## config.mk

```make
export PLATFORM = sky130hd
export DESIGN_NAME = eth_frame_recorder
export DESIGN_NICKNAME = d
export VERILOG_FILES = /design/src/rtl/eth_frame_recorder.sv
export SDC_FILE = /design/constraint.sdc
export NUM_CORES = 1
export LEC_CHECK = 0
export BUFFER_PORTS_ARGS = -buffer_cell sky130_fd_sc_hd__buf_2
export CORE_MARGIN = 2
export CORE_UTILIZATION = 32
export DETAILED_ROUTE_END_ITERATION = 8
export HOLD_SLACK_MARGIN = 0.06
export PLACE_DENSITY = 0.49
export SYNTH_ARGS = -nofsm -noshare
export SYNTH_HDL_FRONTEND = slang
export SYNTH_SLANG_ARGS = --single-unit
```

## constraint.sdc

```tcl
create_clock -name clk -period 3.95 [get_ports clk]
set_clock_uncertainty 0.1 [all_clocks]
set_input_delay 0.395 -clock clk [delete_from_list [all_inputs] [get_ports clk]]
set_output_delay 0.395 -clock clk [all_outputs]
set_load 0.02 [all_outputs]
```

## src/rtl/eth_frame_recorder.sv

```systemverilog
// Captures one Ethernet frame (after the SFD) into a packet buffer, checks its CRC-32,
// then holds the frame and its status until software re-arms capture.
module eth_frame_recorder #(
    parameter int PACKET_BUFFER_SIZE = 2048,
    parameter int RAM_SIZE           = PACKET_BUFFER_SIZE,
    parameter int MAX_FRAME_LEN      = 1522,
    parameter int MIN_FRAME_LEN      = 64,
    localparam int ADDR_W            = $clog2(RAM_SIZE),
    localparam int LEN_W             = $clog2(MAX_FRAME_LEN + 1)
) (
    input  logic              clk,
    input  logic              reset,
    input  logic              in_valid,
    input  logic [7:0]        in_byte,
    input  logic              in_done,
    input  logic              arm,
    output logic              ram_write_enable,
    output logic [ADDR_W-1:0] ram_write_addr,
    output logic [7:0]        ram_write_val,
    output logic              frame_ready,
    output logic [LEN_W-1:0]  frame_len,
    output logic              fcs_ok,
    output logic              runt,
    output logic              too_long
);

    if (MAX_FRAME_LEN > RAM_SIZE) begin : g_bad_size
        $error("eth_frame_recorder: MAX_FRAME_LEN must not exceed RAM_SIZE");
    end

    localparam logic [31:0]      CRC_POLY    = 32'hEDB88320;
    localparam logic [31:0]      CRC_RESIDUE = 32'hDEBB20E3;
    localparam logic [LEN_W-1:0] MAX_LEN     = LEN_W'(MAX_FRAME_LEN);
    localparam logic [LEN_W-1:0] MIN_LEN     = LEN_W'(MIN_FRAME_LEN);
    localparam logic [7:0]       PREAMBLE    = 8'h55;
    localparam logic [7:0]       SFD         = 8'hD5;

    typedef enum logic [1:0] {
        HUNT,
        RECORD,
        DISCARD,
        HOLD
    } state_t;

    state_t             state_q;
    logic [LEN_W-1:0]   count_q, count_d;
    logic [31:0]        crc_q, crc_d;
    logic               over_q, over_d;
    logic               wr_d;

    // Reflected CRC-32, one byte folded in LSB first, no final inversion.
    function automatic logic [31:0] crc_byte(input logic [31:0] c, input logic [7:0] d);
        logic [31:0] r;
        r = c;
        for (int i = 0; i < 8; i++) begin
            r = (r >> 1) ^ ((r[0] ^ d[i]) ? CRC_POLY : 32'h0);
        end
        return r;
    endfunction

    always_comb begin
        count_d = count_q;
        crc_d   = crc_q;
        over_d  = over_q;
        wr_d    = 1'b0;
        if (state_q == RECORD && in_valid) begin
            if (count_q < MAX_LEN) begin
                wr_d    = 1'b1;
                count_d = count_q + LEN_W'(1);
                crc_d   = crc_byte(crc_q, in_byte);
            end else begin
                over_d = 1'b1;
            end
        end
    end

    always_ff @(posedge clk) begin
        if (!reset) begin
            state_q          <= HUNT;
            count_q          <= '0;
            crc_q            <= 32'hFFFF_FFFF;
            over_q           <= 1'b0;
            ram_write_enable <= 1'b0;
            ram_write_addr   <= '0;
            ram_write_val    <= '0;
            frame_ready      <= 1'b0;
            frame_len        <= '0;
            fcs_ok           <= 1'b0;
            runt             <= 1'b0;
            too_long         <= 1'b0;
        end else begin
            ram_write_enable <= wr_d;
            if (wr_d) begin
                ram_write_addr <= ADDR_W'(count_q);
                ram_write_val  <= in_byte;
            end
            case (state_q)
                HUNT: begin
                    if (!in_done && in_valid) begin
                        if (in_byte == SFD) begin
                            state_q <= RECORD;
                            count_q <= '0;
                            crc_q   <= 32'hFFFF_FFFF;
                            over_q  <= 1'b0;
                        end else if (in_byte != PREAMBLE) begin
                            state_q <= DISCARD;
                        end
                    end
                end
                RECORD: begin
                    count_q <= count_d;
                    crc_q   <= crc_d;
                    over_q  <= over_d;
                    // A byte arriving with in_done is already folded into the _d values.
                    if (in_done) begin
                        state_q     <= HOLD;
                        frame_ready <= 1'b1;
                        frame_len   <= count_d;
                        fcs_ok      <= (crc_d == CRC_RESIDUE) && !over_d;
                        runt        <= (count_d < MIN_LEN);
                        too_long    <= over_d;
                    end
                end
                DISCARD: begin
                    if (in_done) begin
                        state_q <= HUNT;
                    end
                end
                HOLD: begin
                    if (arm) begin
                        state_q     <= HUNT;
                        frame_ready <= 1'b0;
                        frame_len   <= '0;
                        fcs_ok      <= 1'b0;
                        runt        <= 1'b0;
                        too_long    <= 1'b0;
                    end
                end
                default: state_q <= HUNT;
            endcase
        end
    end

endmodule

```

==> summary.txt, run 1 <==
STA
  • Final Slew Violations: 0
  • Minimum clock period: 2880 ps
  • Max transition margin: 49.7%
  • Highest achievable clock rate: 0.347 GHz
  • Worst Slack Setup Final: 1070 ps
  • WHS: 245 ps
  • RSZ-0062 raised after global routing: false
  • Tightest Pin Transition: 754 ps
  • Period Utilization, post-route: 73.0%
  • Final setup viols: 0
  • Final Hold Vio Count: 0
  • Fin Setup TNS: 0 ps

Floorplan
  • Initial Util: 32.3%
  • Die H: 122 µm
  • Top-level I/O count: 48
  • Die Area: 0.0148 mm²
  • Die Wd: 122 µm
  • Core Rows: 43
  • Core region area: 0.0137 mm²

Finish
  • Layout fillers: 1,449
  • Fin nets: 548
  • Share of layout cells above drive strength 1: 16.7%
  • Commonest non-fill, non-tap cells in the layout: nand2_1 (123), dfxtp_1 (81), buf_2 (47)
  • Final instance area: 0.00513 mm²
  • Commonest non-fill, non-tap cell in the layout: nand2_1
  • Ant diodes: 0
  • Layout area overhead: 15.6%

CTS
  • # hold bufs at CTS: 0
  • CTS buffer count: 9
  • H-tree lvl count: 3
  • Clock transition at path regs: 60 ps
  • Worst-Skew Late Latency: 340 ps
  • TritonCTS clock tree: yes
  • Clock Tree Buf Depth: 2
  • Post-CTS setup buffer count: 0
  • CTS Root Cell: clkbuf_16
  • # clock sinks: 81
  • Post-CTS sizing: 0

Logic synthesis
  • Synth Instances: 499
  • Post-Syn Area: 0.00443 mm²
  • Yosys cell types: 62
  • Synth Area in Compound Gates: 15.1%
  • Post-synthesis mux area share: 1.58%
  • Xor and xnor fraction of the mapped netlist area: 21.9%
  • Prevailing post-synth register cell: dfxtp_1
  • Syn_nets: 513
  • Main combinational cell family by area after synthesis: XOR/XNOR gates
  • Async S/R FF share, synth: 0%
  • EDFF count, synth: 0
  • Seq cells post-synth: 81
  • Sequential fraction of the synthesis area: 36.6%
  • Simple-gate share of the synthesized area: 21.8%
  • Adder-cell share of the synthesized area: 0.282%
  • Mean Syn Cell Area: 8.88 µm²
  • Syn. warnings: 0

Placed design
  • Placed cell area: 0.00483 mm²
  • Post-DP HPWL: 8200 µm
  • Port bufs: 47
  • RePlAce Congestion: 0.862
  • Setup WS pre-CTS: 1100 ps

GRT
  • First-pass GRT wire length: 18,500 µm
  • Gr usage total: 16.2%
  • Initial antenna violation count: 0
  • Largest net degree at the start of global routing: 82
  • Vias in the first global route: 3,548
  • Aggregate global routing overflow: 0

Pwr
  • Clock network power share: 44.8%
  • Combinational Power Share: 12.0%
  • Switching portion of total power: 24.5%
  • Sequential share of power: 43.2%
  • Pwr Density: 370 mW/mm²
  • P_leak: 0.00193 µW
  • Worst VDD drop: 0.000243 V
  • Pint: 1430 µW
  • Sw Pwr: 464 µW

Routing
  • Post-route ant nets: 0
  • Average wire per standard cell: 16.1 µm
  • Via-to-Cell Ratio: 5.00
  • Drt initial violations: 139
  • Vias: 3,598
  • Detailed Routing Iterations Pass 1: 4
  • Final WL: 11,600 µm
  • Drc violations: 0

Worst setup path
  • Startpoint Class: flop
  • Data arrival, critical path: 3060 ps
  • Critical path type: flop to flop
  • Critical path data required time: 4130 ps
  • Worst-path fanout max: 18
  • CP startpoint: state_q[0]
  • Worst R2R Start: state_q[0]
  • Critical path capture point type: flop

Hold path
  • Hold/Removal Path Class: input port to flop
  • Hold path start: in_byte[6]

Flow run
  • # Max-Cap Violations: 0

Run status
  • Status: finished clean
[synthesized netlist by cell type (all sizes together) (2+ instances only)]
cell type	instances	area share, %
o21ai	20	2.3
a21oi	5	0.65
a21boi	21	3.6
nand4	5	0.71
o2111ai	2	0.40
mux2i	7	1.6
nand2	123	10
xnor3	4	2.0
and2	22	3.1
nand4b	4	0.79
nand3	5	0.56
nor2	7	0.59
nor4b	2	0.40
clkbuf	23	2.0
a31oi	4	0.56
a22oi	2	0.34
nor4	2	0.28
o211ai	3	0.51
o22ai	31	4.4
nor2b	6	0.85
or2	7	0.99
dfxtp	81	37
and3	2	0.28
nor3b	3	0.51
xnor2	51	14
o211a	2	0.45
xor2	22	4.9
buf	6	0.71
nor3	8	1.0
[sequential cells by signal, summed over array words and instances, names as in the netlist]
signal / cells
count_q: 11
ram_write_enable: 1
frame_len: 11
runt: 1
ram_write_val: 8
frame_ready: 1
ram_write_addr: 11
crc_q: 32
over_q: 1
too_long: 1
state_q: 2
fcs_ok: 1
[stage by stage]
| step | instances | power [µW] | util, % |
|---|---|---|---|
| 3_5_place_dp | 703 | 1060 | 35.2 |
| 2_1_floorplan | 499 | 1020 | - |
| 6_report | 719 | 1900 | 37.4 |
| 5_1_grt | 719 | 1970 | 37.4 |
| 3_3_place_gp | 703 | 1060 | 35.2 |
| 4_1_cts | 719 | 1920 | 37.4 |
[critical path, cell delays in order, from the launching register on]
cell      delay (ps)
dfxtp_1          450
nor2b_1          520
and2_1           430
o21ai_4          260
buf_4            270
nor3_2           180
o221ai_1         160
a221o_1          300
o21ai_1          140
[layer usage]
layer  vias to the layer above  wire, µm  part of all wire (%)  global-route usage, %
met5                         -         0                     0                      0
met4                         0       156                   1.4                   4.24
met3                        12       421                   3.6                   4.31
met2                        70      5530                    48                   26.8
met1                      1721      5440                    47                   20.9
li1                       1795         -                     -                      -
[power groups by stage]
stage,clock network [µW],registers (µW),logic [µW]
final,849,819,228
after global routing,906,818,244
after CTS,872,819,229
after detailed placement,0,837,228
after global placement,0,837,227
after floorplan,0,837,180
[layout make-up]
cell class | count | area (µm²) | share of cell area (%)
Tap cell | 180 | 225 | 4.39
Clock inverter | 4 | 52.6 | 1.03
Timing Repair Buffer | 53 | 280 | 5.47
Clock buffer | 12 | 246 | 4.81
Sequential cell | 81 | 1620 | 31.6
Inverter | 1 | 3.75 | 0.0732
Multi-Input combinational cell | 388 | 2700 | 52.6
[cell families after synthesis]
logic type	count (synthesis)
adder cells (fa/ha/maj)	1
flip-flops	81
buffers and inverters	30
AND/OR/NAND/NOR	203
multiplexers	7
XOR/XNOR	78
AO/OA/AOI/OAI	99
[path summary, 6_finish.rpt]
kind,to,slack (ps),cells after the start
max,fcs_ok,1070,8
min,ram_write_val[6],240,3
max reg2reg,fcs_ok,1070,8
min reg2reg,ram_write_addr[6],350,2
Power figures use the tool's default switching activity.
==> run 2, diff against run 1 <==
- clock period: 3.95 -> 2.9 ns (I/O delays scaled with it)
==> summary.txt, run 2 (synthesized netlist as in run 1, its figures left out) <==
CTS
  • # clock sinks: 81 (unchanged)
  • CTS buffer count: 9 (unchanged)
  • H-tree lvl count: 3 (unchanged)
  • Post-CTS setup buffer count: 0 (unchanged)
  • TritonCTS clock tree: yes (unchanged)
  • CTS Root Cell: clkbuf_16 (unchanged)
  • Clock Tree Buf Depth: 2 (unchanged)
  • Clock transition at path regs: 60 ps (about the same)
  • Post-CTS sizing: 0 (unchanged)
  • # hold bufs at CTS: 0 (unchanged)
  • Worst-Skew Late Latency: 340 ps (about the same)

Finish
  • Max reg flops: 32 (unchanged)
  • Share of layout cells above drive strength 1: 18.0% (was 16.7%)
  • Largest Register: crc_q (unchanged)
  • Layout area overhead: 17.8% (was 15.6%)
  • Ant diodes: 0 (unchanged)
  • Fin nets: 555 (was 548)
  • Commonest non-fill, non-tap cell in the layout: nand2_1 (unchanged)
  • Core Util, Final: 38.1% (was 37.4%)
  • Commonest non-fill, non-tap cells in the layout: nand2_1 (123), dfxtp_1 (81), buf_2 (47) (unchanged)

STA
  • Final Hold Vio Count: 0 (unchanged)
  • Period Utilization, post-route: 89.3% (was 73.0%)
  • RSZ-0062 raised after global routing: false (unchanged)
  • Tightest Pin Transition: 728 ps (was 754 ps)
  • Max transition margin: 51.5% (was 49.7%)
  • Minimum clock period: 2590 ps (was 2880 ps)
  • Fin Setup TNS: 0 ps (unchanged)
  • Final setup viols: 0 (unchanged)
  • Highest achievable clock rate: 0.386 GHz (was 0.347 GHz)
  • Final Slew Violations: 0 (unchanged)

Hold path
  • Hold Path End: ram_write_val[1] (was ram_write_val[6])
  • Hold/Removal Path Class: input port to flop (unchanged)
  • Hold path start: in_byte[1] (was in_byte[6])
  • Hold path depth: 3 (unchanged)

Placed design
  • RePlAce Congestion: 0.925 (was 0.862)
  • Port bufs: 47 (unchanged)
  • Post-DP HPWL: 8380 µm (was 8200 µm)

Pwr
  • Worst VDD drop: 0.000356 V (was 0.000243 V)
  • P_leak: 0.00198 µW (was 0.00193 µW)
  • Pwr Density: 514 mW/mm² (was 370 mW/mm²)

Worst setup path
  • Worst-path fanout max: 16 (was 18)
  • Data arrival, critical path: 2760 ps (was 3060 ps)
  • Slowest stage delay, CP: 450 ps (was 520 ps)
  • Critical path capture point type: flop (unchanged)
  • CP delay by family, top: compound AO/OA/AOI/OAI gates (was simple AND/OR/NAND/NOR gates)
  • Worst Reg2Reg Path Length in Cells: 8 (unchanged)
  • CP cell instances: or3_1 -> a31oi_1 -> o21ai_4 -> buf_4 -> nor2_1 -> nand4_1 -> a221o_1 -> o21ai_1 (was nor2b_1 -> and2_1 -> o21ai_4 -> buf_4 -> nor3_2 -> o221ai_1 -> a221o_1 -> o21ai_1)
  • Critical path type: flop to flop (unchanged)
  • R2r setup slk: 310 ps (was 1070 ps)
  • R2r endpoint: fcs_ok (unchanged)
  • Crit path buf inv count: 1 (unchanged)
  • Worst R2R Start: count_q[1] (was state_q[0])
  • Critical path data required time: 3070 ps (was 4130 ps)
  • CP max-delay cell: a31oi_1 (was nor2b_1)
  • Startpoint Class: flop (unchanged)
  • Crit path depth: 8 (unchanged)

Floorplan
  • Top-level I/O count: 48 (unchanged)
  • Die Wd: 122 µm (unchanged)
  • Core Rows: 43 (unchanged)
  • Die Area: 0.0148 mm² (unchanged)
  • Die H: 122 µm (unchanged)
  • Initial Util: 32.3% (unchanged)
  • Core region area: 0.0137 mm² (unchanged)

GRT
  • Largest net degree at the start of global routing: 82 (unchanged)
  • Gr usage total: 16.6% (was 16.2%)
  • Vias in the first global route: 3,555 (was 3,548)
  • GR Util met2: 27.3% (was 26.8%)
  • Aggregate global routing overflow: 0 (unchanged)
  • GR Util met3: 4.40% (was 4.31%)
  • GR peak layer: met2 (unchanged)
  • Initial antenna violation count: 0 (unchanged)
  • First-pass GRT wire length: 18,900 µm (was 18,500 µm)
  • Met1 Use GR: 21.2% (was 20.9%)

Routing
  • Vias: 3,572 (was 3,598)
  • Post-route ant nets: 0 (unchanged)
  • Average wire per standard cell: 15.9 µm (was 16.1 µm)
  • Final WL: 11,600 µm (unchanged)
  • Drt initial violations: 164 (was 139)
  • Via-to-Cell Ratio: 4.93 (was 5.00)
  • Drc violations: 0 (unchanged)
  • Detailed Routing Iterations Pass 1: 4 (unchanged)

Run status
  • Status: finished clean (unchanged)

Flow run
  • # Max-Cap Violations: 0 (unchanged)
[run 2: area by class of cell]
type	count	area, µm²
Fill cell	1432	8500
Inverter	1	3.75
Clock buffer	11	253
Timing Repair Buffer	60	345
Tap cell	180	225
Clock inverter	4	76.3
Sequential cell	81	1620
Multi-Input combinational cell	388	2700
[run 2: report_power, final]
group | internal (µW) | total (µW) | switching (µW)
clock network | 797 | 1250 | 456
registers | 1110 | 1120 | 1.76
logic | 145 | 314 | 169
[run 2: worst max-delay path by stage]
stage | start | to | slack [ps]
after global routing | count_q[1] | count_q[7] | 190
final | count_q[1] | fcs_ok | 310
after global placement | count_q[1] | count_q[7] | 380
after detailed placement | count_q[1] | fcs_ok | 350
after CTS | count_q[1] | fcs_ok | 320
after floorplan | count_q[2] | count_q[7] | 670
[run 2: worst reg2reg max path: stages (launching register included)]
cell and delay (ps):
dfxtp_1 390, or3_1 430, a31oi_1 450, o21ai_4 160, buf_4 240, nor2_1 200, nand4_1 120, a221o_1 300
o21ai_1 120
[run 2: stage by stage]
| stage | std cells | hold WS [ps] | area [µm²] | power (µW) | setup slack, ps |
|---|---|---|---|---|---|
| 2_1_floorplan | 499 | 325 | 4430 | 1390 | 674 |
| 3_3_place_gp | 710 | 340 | 4890 | 1460 | 377 |
| 3_5_place_dp | 710 | 347 | 4890 | 1450 | 350 |
| 4_1_cts | 725 | 140 | 5220 | 2720 | 320 |
| 5_1_grt | 725 | 159 | 5220 | 2780 | 187 |
| 6_report | 725 | 151 | 5220 | 2680 | 311 |
[run 2: routing by layer]
| metal | vias to the layer above | wire length [µm] | part of all wire, % |
|---|---|---|---|
| li1 | 1795 | - | - |
| met1 | 1699 | 5330 | 46 |
| met2 | 63 | 5640 | 49 |
| met3 | 15 | 378 | 3.3 |
| met4 | 0 | 204 | 1.8 |
| met5 | - | 0 | 0 |
==> run 3, diff against run 2 <==
- CTS_BUF_LIST: default -> sky130_fd_sc_hd__clkbuf_8
==> summary.txt, run 3 (synthesized netlist as in run 1, its figures left out) <==
Hold path
  • Hold/Removal Path Class: input port to flop (unchanged)
  • Hold Path End: ram_write_val[1] (unchanged)
  • Hold path depth: 3 (unchanged)
  • Hold path start: in_byte[1] (unchanged)

Routing
  • Via-to-Cell Ratio: 4.95 (was 4.93)
  • Drc violations: 0 (unchanged)
  • Final WL: 11,500 µm (was 11,600 µm)
  • Drt initial violations: 187 (was 164)
  • Average wire per standard cell: 15.9 µm (about the same)
  • Detailed Routing Iterations Pass 1: 4 (unchanged)
  • Vias: 3,588 (was 3,572)
  • Post-route ant nets: 0 (unchanged)

STA
  • Minimum clock period: 2600 ps (was 2590 ps)
  • Fin Setup TNS: 0 ps (unchanged)
  • Final Slew Violations: 0 (unchanged)
  • Highest achievable clock rate: 0.384 GHz (was 0.386 GHz)
  • RSZ-0062 raised after global routing: false (unchanged)
  • Final setup viols: 0 (unchanged)
  • Tightest Pin Transition: 710 ps (was 728 ps)
  • Period Utilization, post-route: 89.8% (was 89.3%)
  • Final Hold Vio Count: 0 (unchanged)
  • Max transition margin: 52.7% (was 51.5%)

Floorplan
  • Top-level I/O count: 48 (unchanged)
  • Die Area: 0.0148 mm² (unchanged)
  • Core region area: 0.0137 mm² (unchanged)
  • Die H: 122 µm (unchanged)
  • Core Rows: 43 (unchanged)
  • Die Wd: 122 µm (unchanged)
  • Initial Util: 32.3% (unchanged)

Worst setup path
  • Data arrival, critical path: 2810 ps (was 2760 ps)
  • Critical path data required time: 3110 ps (was 3070 ps)
  • R2r setup slk: 300 ps (was 310 ps)
  • Critical path capture point type: flop (unchanged)
  • Worst R2R Start: count_q[1] (unchanged)
  • Startpoint Class: flop (unchanged)
  • Critical path type: flop to flop (unchanged)
  • Worst Reg2Reg Path Length in Cells: 8 (unchanged)
  • R2r endpoint: fcs_ok (unchanged)
  • Worst-path fanout max: 16 (unchanged)

Finish
  • Commonest non-fill, non-tap cell in the layout: nand2_1 (unchanged)
  • Ant diodes: 0 (unchanged)
  • Max reg flops: 32 (unchanged)
  • Core Util, Final: 37.3% (was 38.1%)
  • Area of the multi-input gates: 0.00270 mm² (unchanged)
  • Fin nets: 555 (unchanged)
  • Layout area overhead: 15.5% (was 17.8%)
  • Layout fillers: 1,447 (was 1,432)
  • Largest Register: crc_q (unchanged)
  • Commonest non-fill, non-tap cells in the layout: nand2_1 (123), dfxtp_1 (81), buf_2 (47) (unchanged)
  • Share of layout cells above drive strength 1: 18.0% (unchanged)
  • Register Area: 0.00162 mm² (unchanged)

CTS
  • Post-CTS sizing: 0 (unchanged)
  • Post-CTS setup buffer count: 0 (unchanged)
  • TritonCTS clock tree: yes (unchanged)
  • Clock Tree Buf Depth: 2 (unchanged)
  • Clock transition at path regs: 90 ps (was 60 ps)
  • CTS buffer count: 9 (unchanged)
  • H-tree lvl count: 3 (unchanged)
  • CTS Root Cell: clkbuf_8 (was clkbuf_16)
  • # hold bufs at CTS: 0 (unchanged)
  • Worst-Skew Late Latency: 370 ps (was 340 ps)
  • # clock sinks: 81 (unchanged)

GRT
  • First-pass GRT wire length: 18,900 µm (about the same)
  • Aggregate global routing overflow: 0 (unchanged)
  • Gr usage total: 16.6% (about the same)
  • Initial antenna violation count: 0 (unchanged)
  • Vias in the first global route: 3,562 (was 3,555)
  • Largest net degree at the start of global routing: 82 (unchanged)

Placed design
  • Port bufs: 47 (unchanged)
  • Post-DP HPWL: 8380 µm (unchanged)
  • RePlAce Congestion: 0.925 (unchanged)

Pwr
  • Worst VDD drop: 0.000315 V (was 0.000356 V)
  • P_leak: 0.00193 µW (was 0.00198 µW)
  • Pwr Density: 465 mW/mm² (was 514 mW/mm²)

Flow run
  • # Max-Cap Violations: 0 (unchanged)

Run status
  • Status: finished clean (unchanged)
==> run 3: cell count changes in the layout (fill, tap and decap cells not counted) <==
cell       previous run  this run
clkbuf_8              2        11
clkbuf_16             9         0
==> run 3: worst max path at each step <==
stage | from | endpoint | slack (ps) | depth (start not counted)
4_1_cts | count_q[1] | fcs_ok | 310 | 8
6_report | count_q[1] | fcs_ok | 300 | 8
3_3_place_gp | count_q[1] | count_q[7] | 380 | 7
2_1_floorplan | count_q[2] | count_q[7] | 670 | 8
5_1_grt | count_q[1] | fcs_ok | 180 | 8
3_5_place_dp | count_q[1] | fcs_ok | 350 | 8
==> run 3: final cells by class <==
cell class | instances | area share, %
well taps | 180 | 4.40
clock inverters | 4 | 1.49
inverters | 1 | 0.0733
flip-flops and latches | 81 | 31.7
repair buffers | 60 | 6.74
multi-input cells | 388 | 52.7
clock buffers | 11 | 2.96
==> run 3: where the power goes <==
group	internal [µW]	switching (µW)	total, µW
clock	529	424	952
combinational	145	168	313
sequential	1110	1.74	1110
==> run 3: stage by stage <==
| step | hold slack [ps] | power [µW] | area [µm²] | instances | setup WS (ps) |
|---|---|---|---|---|---|
| global route | 115 | 2480 | 5120 | 725 | 177 |
| global placement | 340 | 1460 | 4890 | 710 | 377 |
| CTS | 102 | 2420 | 5120 | 725 | 309 |
| detailed placement | 347 | 1450 | 4890 | 710 | 350 |
| floorplan | 325 | 1390 | 4430 | 499 | 674 |
| finish | 117 | 2380 | 5120 | 725 | 295 |
==> run 3: worst max-delay path, cell delays in order (launching register included) <==
cell	delay, ps
dfxtp_1	400
or3_1	430
a31oi_1	460
o21ai_4	160
buf_4	240
nor2_1	200
nand4_1	120
a221o_1	300
o21ai_1	130
==> run 3: routing by layer <==
metal	vias to the layer above	wire (µm)	GRT usage (%)
met1	1709	5300	21.2
met4	0	195	4.74
li1	1798	-	-
met3	18	406	4.68
met2	63	5630	27.3
met5	-	0	0
